===== config.mk =====
export PLATFORM = sky130hd
export DESIGN_NAME = fcb_apbs_gen2_flat
export DESIGN_NICKNAME = d
export VERILOG_FILES = /design/src/rtl/fcb_apbs_pkg.sv /design/src/rtl/fcb_apbs_gen2_if.sv /design/src/rtl/fcb_apbs_stall_tmr.sv /design/src/rtl/fcb_apbs_gen2.sv /design/src/flat_wrapper.sv
export SDC_FILE = /design/constraint.sdc
export NUM_CORES = 1
export LEC_CHECK = 0
export CAP_MARGIN = 40
export CORE_ASPECT_RATIO = 1.1
export CORE_MARGIN = 5
export CORE_UTILIZATION = 39
export CTS_CLUSTER_DIAMETER = 120
export CTS_CLUSTER_SIZE = 25
export DETAILED_ROUTE_END_ITERATION = 10
export PLACE_DENSITY = 0.76
export SYNTH_ARGS = -nofsm -noshare
export SYNTH_HDL_FRONTEND = slang
export SYNTH_SLANG_ARGS = --single-unit
export TNS_END_PERCENT = 5

===== constraint.sdc =====
create_clock -name FCB_CLK -period 1.6 [get_ports FCB_CLK]
set_input_delay 0.16 -clock FCB_CLK [delete_from_list [all_inputs] [get_ports FCB_CLK]]
set_output_delay 0.16 -clock FCB_CLK [all_outputs]
set_load 0.02 [all_outputs]

===== src/rtl/fcb_apbs_pkg.sv =====
// Shared types, default widths and the address-window check for the FCB APB slave.
package fcb_apbs_pkg;

    localparam int unsigned DefAddrW    = 32;
    localparam int unsigned DefDataW    = 32;
    localparam int unsigned DefStallTmo = 255;

    // Explicit encodings keep the state values stable for debug probes.
    typedef enum logic [1:0] {
        StIdle = 2'd0,
        StReq  = 2'd1,
        StWait = 2'd2,
        StResp = 2'd3
    } apbs_state_e;

    // Inclusive window check. Operands are zero-extended so that one function
    // serves every ADDR_W up to 64.
    function automatic logic in_window(logic [63:0] addr, logic [63:0] base, logic [63:0] last);
        return (addr >= base) && (addr <= last);
    endfunction

endpackage


===== src/rtl/fcb_apbs_gen2_if.sv =====
// APB4 bus bundle between the SoC fabric (master) and the FCB slave front-end.
interface fcb_apbs_gen2_if #(
    parameter int unsigned ADDR_W = fcb_apbs_pkg::DefAddrW,
    parameter int unsigned DATA_W = fcb_apbs_pkg::DefDataW
) ();
    logic                  psel;
    logic                  penable;
    logic                  pwrite;
    logic [ADDR_W-1:0]     paddr;
    logic [DATA_W-1:0]     pwdata;
    logic [DATA_W/8-1:0]   pstrb;
    logic                  pready;
    logic                  pslverr;
    logic [DATA_W-1:0]     prdata;

    modport master (
        output psel, penable, pwrite, paddr, pwdata, pstrb,
        input  pready, pslverr, prdata
    );

    modport slave (
        input  psel, penable, pwrite, paddr, pwdata, pstrb,
        output pready, pslverr, prdata
    );
endinterface


===== src/rtl/fcb_apbs_stall_tmr.sv =====
// Write-mask stall counter with terminal-count flag. Counts while inc_i is high,
// clears whenever clr_i is high and saturates at STALL_TMO.
module fcb_apbs_stall_tmr #(
    parameter int unsigned STALL_TMO = fcb_apbs_pkg::DefStallTmo
) (
    input  logic clk_i,
    input  logic rst_ni,
    input  logic inc_i,
    input  logic clr_i,
    output logic tmo_o
);
    localparam int unsigned CntW = $clog2(STALL_TMO + 1);

    logic [CntW-1:0] cnt_q, cnt_d;

    assign tmo_o = (cnt_q == CntW'(STALL_TMO));

    // Next count: clear has priority, then saturating increment.
    always_comb begin
        cnt_d = cnt_q;
        if (clr_i) begin
            cnt_d = '0;
        end else if (inc_i && !tmo_o) begin
            cnt_d = cnt_q + 1'b1;
        end
    end

    // Counter register.
    always_ff @(posedge clk_i or negedge rst_ni) begin
        if (!rst_ni) begin
            cnt_q <= '0;
        end else begin
            cnt_q <= cnt_d;
        end
    end
endmodule


===== src/rtl/fcb_apbs_gen2.sv =====
// Second-generation APB4 slave front-end for the FCB CSR space.
// Decodes [BASE_ADDR, LAST_ADDR], forwards accesses over a req/ack handshake,
// stalls writes while the write-mask window is active.
// Optional: define FCB_APBS_STALL_TIMEOUT_EN to error a write after STALL_TMO
// stall cycles instead of stalling indefinitely.
module fcb_apbs_gen2
    import fcb_apbs_pkg::*;
#(
    parameter int unsigned       ADDR_W    = DefAddrW,
    parameter int unsigned       DATA_W    = DefDataW,
    parameter logic [ADDR_W-1:0] BASE_ADDR = '0,
    parameter logic [ADDR_W-1:0] LAST_ADDR = ADDR_W'(32'h0000_0FFF),
    parameter int unsigned       STALL_TMO = DefStallTmo
) (
    input  logic                  FCB_CLK,
    input  logic                  FCB_RST_N,
    fcb_apbs_gen2_if.slave        apb,
    input  logic                  CFG_APBS_fmask_win_write_operation,
    output logic                  APBS_CSR_req,
    output logic                  APBS_CSR_we,
    output logic [ADDR_W-1:0]     APBS_CSR_addr,
    output logic [DATA_W-1:0]     APBS_CSR_wdata,
    output logic [DATA_W/8-1:0]   APBS_CSR_wstrb,
    input  logic                  CSR_APBS_ack,
    input  logic [DATA_W-1:0]     CSR_APBS_rdata,
    input  logic                  CSR_APBS_err,
    output logic [DATA_W-1:0]     fAPBS_CHKS_wdata
);
    localparam int unsigned StrbW = DATA_W / 8;

    if (DATA_W % 8 != 0) begin : g_bad_data_w
        $error("DATA_W must be a multiple of 8");
    end
    if (STALL_TMO < 1) begin : g_bad_stall_tmo
        $error("STALL_TMO must be at least 1");
    end

    apbs_state_e         state_q, state_d;
    logic [ADDR_W-1:0]   offset_q, offset_d;
    logic [DATA_W-1:0]   wdata_q, wdata_d;
    logic [StrbW-1:0]    strb_q, strb_d;
    logic                we_q, we_d;
    logic                in_win_q, in_win_d;
    logic                abort_q, abort_d;
    logic [DATA_W-1:0]   rdata_q, rdata_d;
    logic                err_q, err_d;
    logic [DATA_W-1:0]   chks_q, chks_d;
    logic                stall_tmo;
    logic                stalling;

    // A masked in-window write that the master is still holding.
    assign stalling = (state_q == StReq) && apb.psel && in_win_q && we_q
                      && CFG_APBS_fmask_win_write_operation;

`ifdef FCB_APBS_STALL_TIMEOUT_EN
    fcb_apbs_stall_tmr #(
        .STALL_TMO (STALL_TMO)
    ) u_stall_tmr (
        .clk_i  (FCB_CLK),
        .rst_ni (FCB_RST_N),
        .inc_i  (stalling),
        .clr_i  (!stalling),
        .tmo_o  (stall_tmo)
    );
`else
    assign stall_tmo = 1'b0;
`endif

    // Next-state, latch and CSR request decode.
    always_comb begin
        state_d      = state_q;
        offset_d     = offset_q;
        wdata_d      = wdata_q;
        strb_d       = strb_q;
        we_d         = we_q;
        in_win_d     = in_win_q;
        abort_d      = abort_q;
        rdata_d      = rdata_q;
        err_d        = err_q;
        chks_d       = chks_q;
        APBS_CSR_req = 1'b0;

        unique case (state_q)
            StIdle: begin
                // PSEL with PENABLE already high is a protocol error: ignored.
                if (apb.psel && !apb.penable) begin
                    offset_d = apb.paddr - BASE_ADDR;
                    wdata_d  = apb.pwdata;
                    strb_d   = apb.pwrite ? apb.pstrb : '0;
                    we_d     = apb.pwrite;
                    in_win_d = in_window(64'(apb.paddr), 64'(BASE_ADDR), 64'(LAST_ADDR));
                    abort_d  = 1'b0;
                    state_d  = StReq;
                end
            end
            StReq: begin
                if (!apb.psel) begin
                    state_d = StIdle;
                end else if (!in_win_q || (stalling && stall_tmo)) begin
                    rdata_d = '0;
                    err_d   = 1'b1;
                    state_d = StResp;
                end else if (!stalling) begin
                    APBS_CSR_req = 1'b1;
                    state_d      = StWait;
                end
            end
            StWait: begin
                if (!apb.psel) begin
                    abort_d = 1'b1;
                end
                if (CSR_APBS_ack) begin
                    rdata_d = we_q ? '0 : CSR_APBS_rdata;
                    err_d   = CSR_APBS_err;
                    if (we_q && !CSR_APBS_err) begin
                        chks_d = wdata_q;
                    end
                    // A master that walked away gets no PREADY.
                    state_d = (abort_q || !apb.psel) ? StIdle : StResp;
                end
            end
            StResp: begin
                state_d = StIdle;
            end
            default: begin
                state_d = StIdle;
            end
        endcase
    end

    // State and latched transfer registers.
    always_ff @(posedge FCB_CLK or negedge FCB_RST_N) begin
        if (!FCB_RST_N) begin
            state_q  <= StIdle;
            offset_q <= '0;
            wdata_q  <= '0;
            strb_q   <= '0;
            we_q     <= 1'b0;
            in_win_q <= 1'b0;
            abort_q  <= 1'b0;
            rdata_q  <= '0;
            err_q    <= 1'b0;
            chks_q   <= '0;
        end else begin
            state_q  <= state_d;
            offset_q <= offset_d;
            wdata_q  <= wdata_d;
            strb_q   <= strb_d;
            we_q     <= we_d;
            in_win_q <= in_win_d;
            abort_q  <= abort_d;
            rdata_q  <= rdata_d;
            err_q    <= err_d;
            chks_q   <= chks_d;
        end
    end

    // Response is only presented in RESP; everything else reads as zero.
    assign apb.pready   = (state_q == StResp);
    assign apb.pslverr  = (state_q == StResp) && err_q;
    assign apb.prdata   = (state_q == StResp) ? rdata_q : '0;

    assign APBS_CSR_we      = we_q;
    assign APBS_CSR_addr    = offset_q;
    assign APBS_CSR_wdata   = wdata_q;
    assign APBS_CSR_wstrb   = strb_q;
    assign fAPBS_CHKS_wdata = chks_q;
endmodule

===== src/flat_wrapper.sv =====
// flat-port wrapper written by rule: the top's interface ports become plain ports
module fcb_apbs_gen2_flat import fcb_apbs_pkg::*;
#(
    parameter int unsigned       ADDR_W    = DefAddrW,
    parameter int unsigned       DATA_W    = DefDataW,
    parameter logic [ADDR_W-1:0] BASE_ADDR = '0,
    parameter logic [ADDR_W-1:0] LAST_ADDR = ADDR_W'(32'h0000_0FFF),
    parameter int unsigned       STALL_TMO = DefStallTmo
)
  (FCB_CLK, FCB_RST_N, CFG_APBS_fmask_win_write_operation, APBS_CSR_req, APBS_CSR_we, APBS_CSR_addr, APBS_CSR_wdata, APBS_CSR_wstrb, CSR_APBS_ack, CSR_APBS_rdata, CSR_APBS_err, fAPBS_CHKS_wdata, apb_psel, apb_penable, apb_pwrite, apb_paddr, apb_pwdata, apb_pstrb, apb_pready, apb_pslverr, apb_prdata);
  fcb_apbs_gen2_if #(.ADDR_W(ADDR_W), .DATA_W(DATA_W)) apb_i ();
  input  logic FCB_CLK;
  input  logic FCB_RST_N;
  input  logic CFG_APBS_fmask_win_write_operation;
  output logic APBS_CSR_req;
  output logic APBS_CSR_we;
  output logic [ADDR_W-1:0] APBS_CSR_addr;
  output logic [DATA_W-1:0] APBS_CSR_wdata;
  output logic [DATA_W/8-1:0] APBS_CSR_wstrb;
  input  logic CSR_APBS_ack;
  input  logic [DATA_W-1:0] CSR_APBS_rdata;
  input  logic CSR_APBS_err;
  output logic [DATA_W-1:0] fAPBS_CHKS_wdata;
  input wire logic [$bits(apb_i.psel)-1:0] apb_psel;
  input wire logic [$bits(apb_i.penable)-1:0] apb_penable;
  input wire logic [$bits(apb_i.pwrite)-1:0] apb_pwrite;
  input wire logic [$bits(apb_i.paddr)-1:0] apb_paddr;
  input wire logic [$bits(apb_i.pwdata)-1:0] apb_pwdata;
  input wire logic [$bits(apb_i.pstrb)-1:0] apb_pstrb;
  output wire logic [$bits(apb_i.pready)-1:0] apb_pready;
  output wire logic [$bits(apb_i.pslverr)-1:0] apb_pslverr;
  output wire logic [$bits(apb_i.prdata)-1:0] apb_prdata;
  assign apb_i.psel = apb_psel;
  assign apb_i.penable = apb_penable;
  assign apb_i.pwrite = apb_pwrite;
  assign apb_i.paddr = apb_paddr;
  assign apb_i.pwdata = apb_pwdata;
  assign apb_i.pstrb = apb_pstrb;
  assign apb_pready = apb_i.pready;
  assign apb_pslverr = apb_i.pslverr;
  assign apb_prdata = apb_i.prdata;
  fcb_apbs_gen2 #(.ADDR_W(ADDR_W), .DATA_W(DATA_W), .BASE_ADDR(BASE_ADDR), .LAST_ADDR(LAST_ADDR), .STALL_TMO(STALL_TMO)) u_core (.FCB_CLK(FCB_CLK), .FCB_RST_N(FCB_RST_N), .apb(apb_i), .CFG_APBS_fmask_win_write_operation(CFG_APBS_fmask_win_write_operation), .APBS_CSR_req(APBS_CSR_req), .APBS_CSR_we(APBS_CSR_we), .APBS_CSR_addr(APBS_CSR_addr), .APBS_CSR_wdata(APBS_CSR_wdata), .APBS_CSR_wstrb(APBS_CSR_wstrb), .CSR_APBS_ack(CSR_APBS_ack), .CSR_APBS_rdata(CSR_APBS_rdata), .CSR_APBS_err(CSR_APBS_err), .fAPBS_CHKS_wdata(fAPBS_CHKS_wdata));
endmodule

==> reports/metrics.yaml, run 1 <==
status:
  outcome: "finished with violations"
  violations: "setup timing"
worst_setup_path:
  critPathMaxFanout: 10
  path_delay_family: "buffers and inverters"
  end_kind: "register"
  crit_slowest_cell: "dfrtp_2"
  start_kind: "register"
  crit_chain: "buf_12 -> nor4b_4 -> buf_6 -> buf_12 -> clkbuf_16 -> mux2_1"
  crit_type: "reg -> reg"
  cpMostUsedCell: "buf_12"
  crit_required_ps: 1900
  arrival_ps: 2010
  critPathMaxStageDelay_ps: 430
  crit_buf_inv: 4
clock_tree:
  cts_made_buffers: 17
  path_clk_slew_ps: 60
  root_buffer: "clkbuf_16"
  cts_tree: "yes"
  h-tree-depth: 4
  clk_latency_ps: 420
  clock-sinks: 138
  cts_buffer_depth: 2
drt:
  routedWlPerCell_microns: 19.1
  drt-initial-drc-count: 140
  route.detailed.drc: 0
  first_pass_iters: 5
  antenna_left: 0
  vias_per_cell: 4.82
  routed_wl_microns: 17600
  vias: 4421
power:
  power_frac_clock_pct: 22.0
  power_mw: 17.5
  swShare_pct: 34.7
  power.switching_mw: 6.09
  pwr-share-seq_pct: 33.3
  ir_drop_v: 0.00108
  p_int_mw: 11.5
  leakage_nw: 4.98
  p_per_area_nw_per_um2: 1810
  combPwrFrac_pct: 44.7
die:
  core_sq_um: 14400
  rows: 46
  pin_count: 244
  initial_core_util_pct: 39.9
  dieArea_sq_um: 17300
  die_w_microns: 126
  fp.dieH_microns: 137
global_route:
  grt_pass1_vias: 4897
  gr-total-overflow: 0
  grt_pass1_wl_microns: 26400
  grt_use_total_pct: 19.7
  grt_max_degree: 42
  antenna_found_initial: 0
logic_synthesis:
  yosys_register_bits: 138
  syn_nets: 545
  yosysWarningCount: 0
  syn_area_sq_um: 5760
  netlist_instances: 437
  syn_area_per_cell_sq_um: 13.2
  seq_area_frac_synth_pct: 59.9
  synth.distinct_cells: 30
cells_and_area:
  fin_nets: 821
  final_common_cell: "clkdlybuf4s50_1"
  final_cell_area_sq_um: 9700
  utilization_pct: 67.1
  syn2layout_area_growth_pct: 68.4
  fill_cells: 1037
  register_area_sq_um: 3460
  mostFrequentLayoutCells: "clkdlybuf4s50_1 (158), dfrtp_1 (136), mux2_4 (49)"
  diodes: 0
  drive_above_1_share_pct: 24.5
  multi_input_area_sq_um: 2280
placement:
  place_congestion: 0.766
  port_buffers: 243
  place_area_sq_um: 8670
  dp_hpwl_microns: 12100
  pre_cts_ws_ps: -203
sta:
  fin_worst_skew_ps: 5.48
  rsz0062_at_grt: "yes"
  max_freq_mhz: 583
  min_period_ps: 1720
  holdWs_ps: 238
  slew_violations: 0
  final-hold-violation-count: 0
  finalWorstSetupSlack_ps: -116
  setup_viol: 127
  min_period_over_period_pct: 107
  worst_pin_slew_ps: 415
  slew_headroom_pct: 72.3
job:
  cap_viol_max_count: 0
worst_hold_path:
  min-delay-path-class: "in -> async"
-- power by group through the flow --
stage / registers (mW) / logic, mW / clock network (mW)
2_1_floorplan: 6.99 / 2.17 / 0
3_3_place_gp: 5.73 / 7.01 / 0
3_5_place_dp: 5.82 / 7.16 / 0
4_1_cts: 5.81 / 7.41 / 3.93
5_1_grt: 6.03 / 8.29 / 4.08
6_report: 5.84 / 7.84 / 3.86
-- worst register-to-register path: cells and delay by family (launching register included) --
| family | cells | cell delay [ps] |
|---|---|---|
| and+or+nand+nor | 1 | 230 |
| DFF | 1 | 430 |
| muxes | 1 | 330 |
| buffers and inverters | 4 | 610 |
-- synthesized netlist by cell type (all sizes together) --
library cell	number	area, sq um
dfrtp	138	3450
mux2	97	1090
inv	39	146
nand2	34	128
and3	33	206
mux2i	32	320
buf	18	108
clkbuf	8	30.0
nand3	6	30.0
nor4	5	31.3
o21ai	5	25.0
nor3b	3	22.5
a21oi	2	10.0
nand4b	2	23.8
nor2	2	7.51
o22ai	2	12.5
a211oi	1	7.51
a2bb2oi	1	8.76
a32oi	1	27.5
and2	1	6.26
and2b	1	8.76
nor2b	1	6.26
nor4b	1	15.0
o21ba	1	10.0
o2bb2ai	1	8.76
o31ai	1	7.51
o32ai	1	8.76
-- repair_timing --
| action | CTS | global route |
|---|---|---|
| cloned | 1 | 5 |
| endpoints found under the setup margin | 182 | 182 |
| hold buffers | 1 | 0 |
| pin swaps | 1 | 0 |
| buffers inserted | 4 | 1 |
| resized for setup | 194 | 88 |
| endpoints found under the hold margin | 37 | 0 |
-- area by class of cell --
cell class                      instances  share of cell area (%)
Sequential cell                       138                    35.6
Timing Repair Buffer                  283                    30.8
Multi-Input combinational cell        234                    23.5
Clock buffer                           23                    5.24
Tap cell                              192                    2.48
Inverter                               39                    1.51
Clock inverter                          9                   0.890
-- path summary, 6_finish.rpt --
kind | end | cells past startpoint | slack (ps) | startpoint
worst max register to register | u_core.APBS_CSR_addr[27]$_DFFE_PN0P_ | 6 | -120 | u_core.state_q[0]$_DFFE_PN0P_
worst min-delay path | u_core.APBS_CSR_addr[21]$_DFFE_PN0P_ | 2 | 240 | FCB_RST_N
worst max-delay path | u_core.APBS_CSR_addr[27]$_DFFE_PN0P_ | 6 | -120 | u_core.state_q[0]$_DFFE_PN0P_
min in group FCB_CLK | u_core.rdata_q[18]$_DFFE_PN0P_ | 3 | 290 | CSR_APBS_rdata[18]
worst min register to register | u_core.APBS_CSR_addr[22]$_DFFE_PN0P_ | 1 | 480 | u_core.APBS_CSR_addr[22]$_DFFE_PN0P_
max in group asynchronous | u_core.APBS_CSR_wdata[5]$_DFFE_PN0P_ | 3 | 780 | FCB_RST_N
-- layer usage --
| metal | GRT usage [%] | part of all wire, % | vias up |
|---|---|---|---|
| met5 | 0 | 0 | - |
| met4 | 8.10 | 2.3 | 0 |
| met3 | 8.14 | 8.1 | 29 |
| met2 | 34.4 | 53 | 155 |
| met1 | 21.2 | 37 | 2189 |
| li1 | - | - | 2048 |
-- stage by stage --
step	TNS, ps	std cells
6_report	-7290	918
5_1_grt	-15810	918
3_5_place_dp	-15650	874
3_3_place_gp	-13610	874
4_1_cts	-6510	912
2_1_floorplan	0	437
-- state kept, by name, indices dropped and copies added (netlist names) --
signal and cells:
u_core.APBS_CSR_wstrb 4, u_core.APBS_CSR_addr 32, u_core.in_win_q 1, u_core.fAPBS_CHKS_wdata 32
u_core.err_q 1, u_core.APBS_CSR_we 1, u_core.state_q 2, u_core.rdata_q 32
u_core.abort_q 1, u_core.APBS_CSR_wdata 32
-- cell families (layout without fill, tap and decap cells) --
| group | Yosys count | in the layout | synth area share [%] |
|---|---|---|---|
| AOI/OAI and AO/OA | 16 | 16 | 2.19 |
| buffers and inverters | 65 | 354 | 4.93 |
| DFF | 138 | 138 | 59.9 |
| and+or+nand+nor | 89 | 89 | 8.43 |
| muxes | 129 | 129 | 24.5 |
Note: power is estimated with default switching activity, not from simulation.
==> run 2: changes to the inputs <==
--- a/config.mk
+++ b/config.mk
@@ -13,6 +13,7 @@
 export CTS_CLUSTER_SIZE = 25
 export DETAILED_ROUTE_END_ITERATION = 10
 export PLACE_DENSITY = 0.76
+export REMOVE_ABC_BUFFERS = 1
 export SYNTH_ARGS = -nofsm -noshare
 export SYNTH_HDL_FRONTEND = slang
 export SYNTH_SLANG_ARGS = --single-unit
==> reports/metrics.yaml, run 2 (synthesized netlist as in run 1, its figures left out) <==
worst_setup_path:
  arrival_ps: 1980
  critPathMaxFanout: 10
  crit_path_start: "u_core.state_q[1]$_DFFE_PN0P_"
  crit_slowest_cell: "dfrtp_2"
  start_kind: "register"
  end_kind: "register"
  r2r-start: "u_core.state_q[1]$_DFFE_PN0P_"
  critPathMaxStageDelay_ps: 470
  crit_type: "reg -> reg"
  crit_required_ps: 1910
  crit_chain: "nor4b_4 -> buf_6 -> clkbuf_16 -> mux2_1"
placement:
  place_congestion: 0.847
  port_buffers: 243
  dp_hpwl_microns: 11500
  placed_cells: 864
  place_area_sq_um: 8550
global_route:
  grt_use_total_pct: 19.3
  grt_max_degree: 47
  grt_pass1_vias: 4832
  gr-total-overflow: 0
  grt_pass1_wl_microns: 26200
  antenna_found_initial: 0
die:
  rows: 46
  pin_count: 244
  initial_core_util_pct: 39.9
  dieArea_sq_um: 17300
  die_w_microns: 126
  core_sq_um: 14400
  fp.dieH_microns: 137
cells_and_area:
  fin_cells: 906
  drive_above_1_share_pct: 21.6
  syn2layout_area_growth_pct: 64.1
  final_cell_area_sq_um: 9460
  fin_nets: 811
  final_common_cell: "clkdlybuf4s50_1"
  diodes: 0
  mostFrequentLayoutCells: "clkdlybuf4s50_1 (166), dfrtp_1 (135), mux2_4 (48)"
power:
  leakage_nw: 4.82
  p_per_area_nw_per_um2: 1800
  power_mw: 17.1
  ir_drop_v: 0.00121
clock_tree:
  clk_latency_ps: 420
  cts_made_buffers: 17
  path_clk_slew_ps: 60
  cts_tree: "yes"
  h-tree-depth: 4
  root_buffer: "clkbuf_16"
  clock-sinks: 138
  cts_buffer_depth: 2
drt:
  routedWlPerCell_microns: 19.1
  antenna_left: 0
  first_pass_iters: 4
  routed_wl_microns: 17300
  drt-initial-drc-count: 190
  vias: 4411
  vias_per_cell: 4.87
  route.detailed.drc: 0
sta:
  setup_viol: 122
  rsz0062_at_grt: "yes"
  min_period_over_period_pct: 105
  final-hold-violation-count: 0
  min_period_ps: 1670
  worst_pin_slew_ps: 411
  slew_violations: 0
  slew_headroom_pct: 72.4
  fin_tns_setup_ps: -4040
  holdWs_ps: 200
  max_freq_mhz: 597
  fin_worst_skew_ps: 10.8
  finalWorstSetupSlack_ps: -73.7
worst_hold_path:
  min-delay-path-class: "in -> async"
job:
  cap_viol_max_count: 0
status:
  outcome: "finished with violations"
  violations: "setup timing"
==> run 2: cell count changes in the layout (fill, tap and decap cells not counted), moves of 3 or more <==
| cell | delta |
|---|---|
| and3_4 | -3 |
| buf_12 | -5 |
| buf_4 | +5 |
| buf_2 | -3 |
| dlygate4sd2_1 | -9 |
| buf_6 | -5 |
| clkbuf_1 | +3 |
| clkbuf_8 | -4 |
| clkdlybuf4s50_1 | +8 |
| o21ai_1 | +3 |
| and3_1 | +3 |
==> run 2: power breakdown <==
group	switching [mW]	leakage, nW	internal, mW
sequential	0.909	1.75	4.89
combinational	3.59	2.82	4.07
clock	1.41	0.258	2.19
total	5.92	4.82	11.1
==> run 2: critical path, delay by kind of cell, from the launching register on <==
family	cells	cell delay, ps
buffers and inverters	2	420
flip-flops	1	470
AND/OR/NAND/NOR	1	330
multiplexers	1	320
==> run 2: timing repair <==
| action | in CTS | in global routing |
|---|---|---|
| hold endpoints to repair | 133 | 0 |
| hold buffers | 1 | 0 |
| pin swaps | 1 | 2 |
| endpoints found under the setup margin | 172 | 201 |
| cloned | 2 | 4 |
| gates resized for setup | 189 | 73 |
| buffers inserted | 4 | 1 |
==> run 2: worst paths after layout <==
check / slack [ps] / depth (start not counted) / end
worst max-delay path: -70 / 4 / u_core.APBS_CSR_addr[9]$_DFFE_PN0P_
worst min-delay path: 200 / 2 / u_core.APBS_CSR_wstrb[0]$_DFFE_PN0P_
worst max register to register: -70 / 4 / u_core.APBS_CSR_addr[9]$_DFFE_PN0P_
worst min register to register: 480 / 1 / u_core.APBS_CSR_addr[13]$_DFFE_PN0P_
max in group asynchronous: 810 / 3 / u_core.APBS_CSR_addr[23]$_DFFE_PN0P_
min in group FCB_CLK: 290 / 3 / u_core.rdata_q[26]$_DFFE_PN0P_
==> run 2: layer usage <==
metal  global-route usage (%)  share of wire [%]
met5                        0                  0
met4                     6.85                1.5
met3                     6.98                8.0
met2                     32.7                 49
met1                     22.8                 42
==> run 2: per-stage QoR <==
stage          worst slack (ps)  utilization [%]
2_1_floorplan             -3870                -
3_3_place_gp               -193             59.2
3_5_place_dp               -288             59.2
4_1_cts                    -125             63.3
5_1_grt                    -120             65.5
6_report                  -73.7             65.5
==> run 2: final cells by class <==
cell class / instances / area, sq um
Clock buffer: 22 / 464
Clock inverter: 8 / 72.6
Fill cell: 1082 / 4990
Inverter: 39 / 146
Multi-Input combinational cell: 234 / 2240
Sequential cell: 138 / 3460
Tap cell: 192 / 240
Timing Repair Buffer: 273 / 2840
==> run 3: changes to the inputs <==
--- a/config.mk
+++ b/config.mk
@@ -8,11 +8,12 @@
 export CAP_MARGIN = 40
 export CORE_ASPECT_RATIO = 1.1
 export CORE_MARGIN = 5
-export CORE_UTILIZATION = 39
+export CORE_UTILIZATION = 55
 export CTS_CLUSTER_DIAMETER = 120
 export CTS_CLUSTER_SIZE = 25
 export DETAILED_ROUTE_END_ITERATION = 10
-export PLACE_DENSITY = 0.76
+export DONT_BUFFER_PORTS = 1
+export PLACE_DENSITY = 0.72
 export REMOVE_ABC_BUFFERS = 1
 export SYNTH_ARGS = -nofsm -noshare
 export SYNTH_HDL_FRONTEND = slang
==> reports/metrics.yaml, run 3 (synthesized netlist as in run 1, its figures left out) <==
cells_and_area:
  fin_nets: 673
  fill_cells: 534
  multi_input_area_sq_um: 2330
  final_common_cell: "dfrtp_1"
  drive_above_1_share_pct: 27.3
  mostFrequentLayoutCells: "dfrtp_1 (136), dlygate4sd3_1 (105), mux2_1 (48)"
  syn2layout_area_growth_pct: 43.1
  register_area_sq_um: 3460
drt:
  drt-initial-drc-count: 263
  routed_wl_microns: 17000
  vias_per_cell: 5.71
  first_pass_iters: 4
  routedWlPerCell_microns: 23.6
  route.detailed.drc: 0
  antenna_left: 0
  vias: 4122
sta:
  slew_headroom_pct: 75.2
  fin_tns_setup_ps: -2050
  min_period_over_period_pct: 106
  worst_pin_slew_ps: 369
  fin_worst_skew_ps: 7.78
  rsz0062_at_grt: "yes"
  finalWorstSetupSlack_ps: -94.6
  min_period_ps: 1690
  final-hold-violation-count: 138
  max_freq_mhz: 590
  holdWs_ps: -559
  slew_violations: 0
  setup_viol: 80
job:
  cap_viol_max_count: 0
status:
  violations: "hold timing, setup timing"
  outcome: "finished with violations"
power:
  ir_drop_v: 0.00120
  leakage_nw: 3.81
  power.switching_mw: 5.90
  p_int_mw: 9.93
  pwr-share-seq_pct: 47.7
  combPwrFrac_pct: 27.1
  swShare_pct: 37.3
  power_frac_clock_pct: 25.2
  power_mw: 15.8
  p_per_area_nw_per_um2: 1920
worst_setup_path:
  crit_required_ps: 1920
  r2r_cells: 6
  r2r_setup_slack_ps: -90
  critPathMaxFanout: 8
  end_kind: "register"
  crit_slowest_cell: "dfrtp_2"
  r2r-end: "u_core.rdata_q[13]$_DFFE_PN0P_"
  arrival_ps: 2020
  r2r-start: "u_core.state_q[1]$_DFFE_PN0P_"
  crit_chain: "buf_4 -> and2b_2 -> a32oi_4 -> buf_12 -> clkbuf_16 -> mux2i_1"
  critPathMaxStageDelay_ps: 440
  start_kind: "register"
  crit_type: "reg -> reg"
global_route:
  grt_max_degree: 139
  gr-total-overflow: 0
  grt_pass1_vias: 4567
  grt_pass1_wl_microns: 25200
  grt_use_total_pct: 25.9
  antenna_found_initial: 1
die:
  rows: 39
  fp.dieH_microns: 117
  core_sq_um: 10300
  die_w_microns: 108
  dieArea_sq_um: 12600
  initial_core_util_pct: 55.7
  pin_count: 244
clock_tree:
  cts_made_buffers: 17
  clk_latency_ps: 410
  h-tree-depth: 4
  root_buffer: "clkbuf_16"
  clock-sinks: 138
  cts_buffer_depth: 2
  cts_hold_buf: 105
  path_clk_slew_ps: 60
  cts_tree: "yes"
placement:
  place_congestion: 0.855
  dp_hpwl_microns: 9270
  port_buffers: 0
worst_hold_path:
  min-delay-path-class: "in -> async"
run 3: cell types whose count changed in the layout (fill, tap and decap cells not counted), moves of 5 or more:
cell and delta:
and3_1 -31, and3_2 +8, and3_4 +23, buf_2 -25, buf_4 -5, buf_6 -5
clkdlybuf4s50_1 -166, dlygate4sd2_1 -7, dlygate4sd3_1 +104, dlymetal6s2s_1 -34, mux2_2 +20, mux2_4 -21
run 3: metrics by stage:
step	util (%)	cell area (sq um)	hold slack (ps)	instances	setup slack [ps]
floorplan	-	5620	-136	411	-3870
global placement	58.1	6010	-132	571	35.8
CTS	77.3	8000	-572	716	-52.0
detailed placement	58.1	6010	-132	571	-5.72
finish	79.7	8250	-559	722	-94.6
global route	79.7	8250	-579	722	-146
run 3: critical path, delay by kind of cell (launching register included):
| kind | cells | cell delay (ps) |
|---|---|---|
| multiplexers | 1 | 220 |
| AO/OA/AOI/OAI | 1 | 200 |
| flip-flops | 1 | 440 |
| AND/OR/NAND/NOR | 1 | 240 |
| buffers and inverters | 3 | 510 |
run 3: power groups by stage:
stage | sequential, mW | combinational, mW | clock, mW
after floorplan | 7.12 | 1.93 | 0
after global placement | 7.41 | 2.59 | 0
after detailed placement | 7.47 | 2.74 | 0
after CTS | 7.48 | 3.58 | 4.05
after global routing | 7.73 | 4.55 | 4.22
final | 7.55 | 4.29 | 3.99
run 3: what timing repair did:
action / 4_1_cts / 5_1_grt
setup endpoints to repair: 84 / 167
buffers inserted: 5 / 2
resized for setup: 71 / 39
endpoints found under the hold margin: 243 / 138
pin swaps: 2 / 14
gates cloned: 3 / 3
run 3: worst max path at each step:
stage / start / end / slack (ps) / cells past startpoint
finish: u_core.state_q[1]$_DFFE_PN0P_ / u_core.rdata_q[13]$_DFFE_PN0P_ / -90 / 6
global route: u_core.state_q[1]$_DFFE_PN0P_ / u_core.rdata_q[13]$_DFFE_PN0P_ / -150 / 6
CTS: u_core.state_q[1]$_DFFE_PN0P_ / APBS_CSR_req / -50 / 4
detailed placement: u_core.state_q[0]$_DFFE_PN0P_ / u_core.APBS_CSR_wdata[28]$_DFFE_PN0P_ / -6 / 3
global placement: u_core.state_q[1]$_DFFE_PN0P_ / u_core.APBS_CSR_we$_DFFE_PN0P_ / 40 / 4
floorplan: u_core.state_q[1]$_DFFE_PN0P_ / u_core.APBS_CSR_wdata[10]$_DFFE_PN0P_ / -3870 / 2
run 3: cell type report:
| type | instances | share of cell area, % |
|---|---|---|
| diodes | 1 | 0.0303 |
| clock buffers | 21 | 5.70 |
| clock inverters | 11 | 1.74 |
| inverters | 39 | 1.78 |
| multi-input cells | 234 | 28.3 |
| flip-flops and latches | 138 | 41.9 |
| well taps | 143 | 2.17 |
| repair buffers | 135 | 18.4 |
run 3: routing by layer:
metal	GRT usage (%)	vias up	share of wire [%]
met5	0	-	0
met2	43.4	251	52
met3	12.1	52	11
met4	11.4	0	3.4
li1	-	1750	-
met1	27.7	2069	34
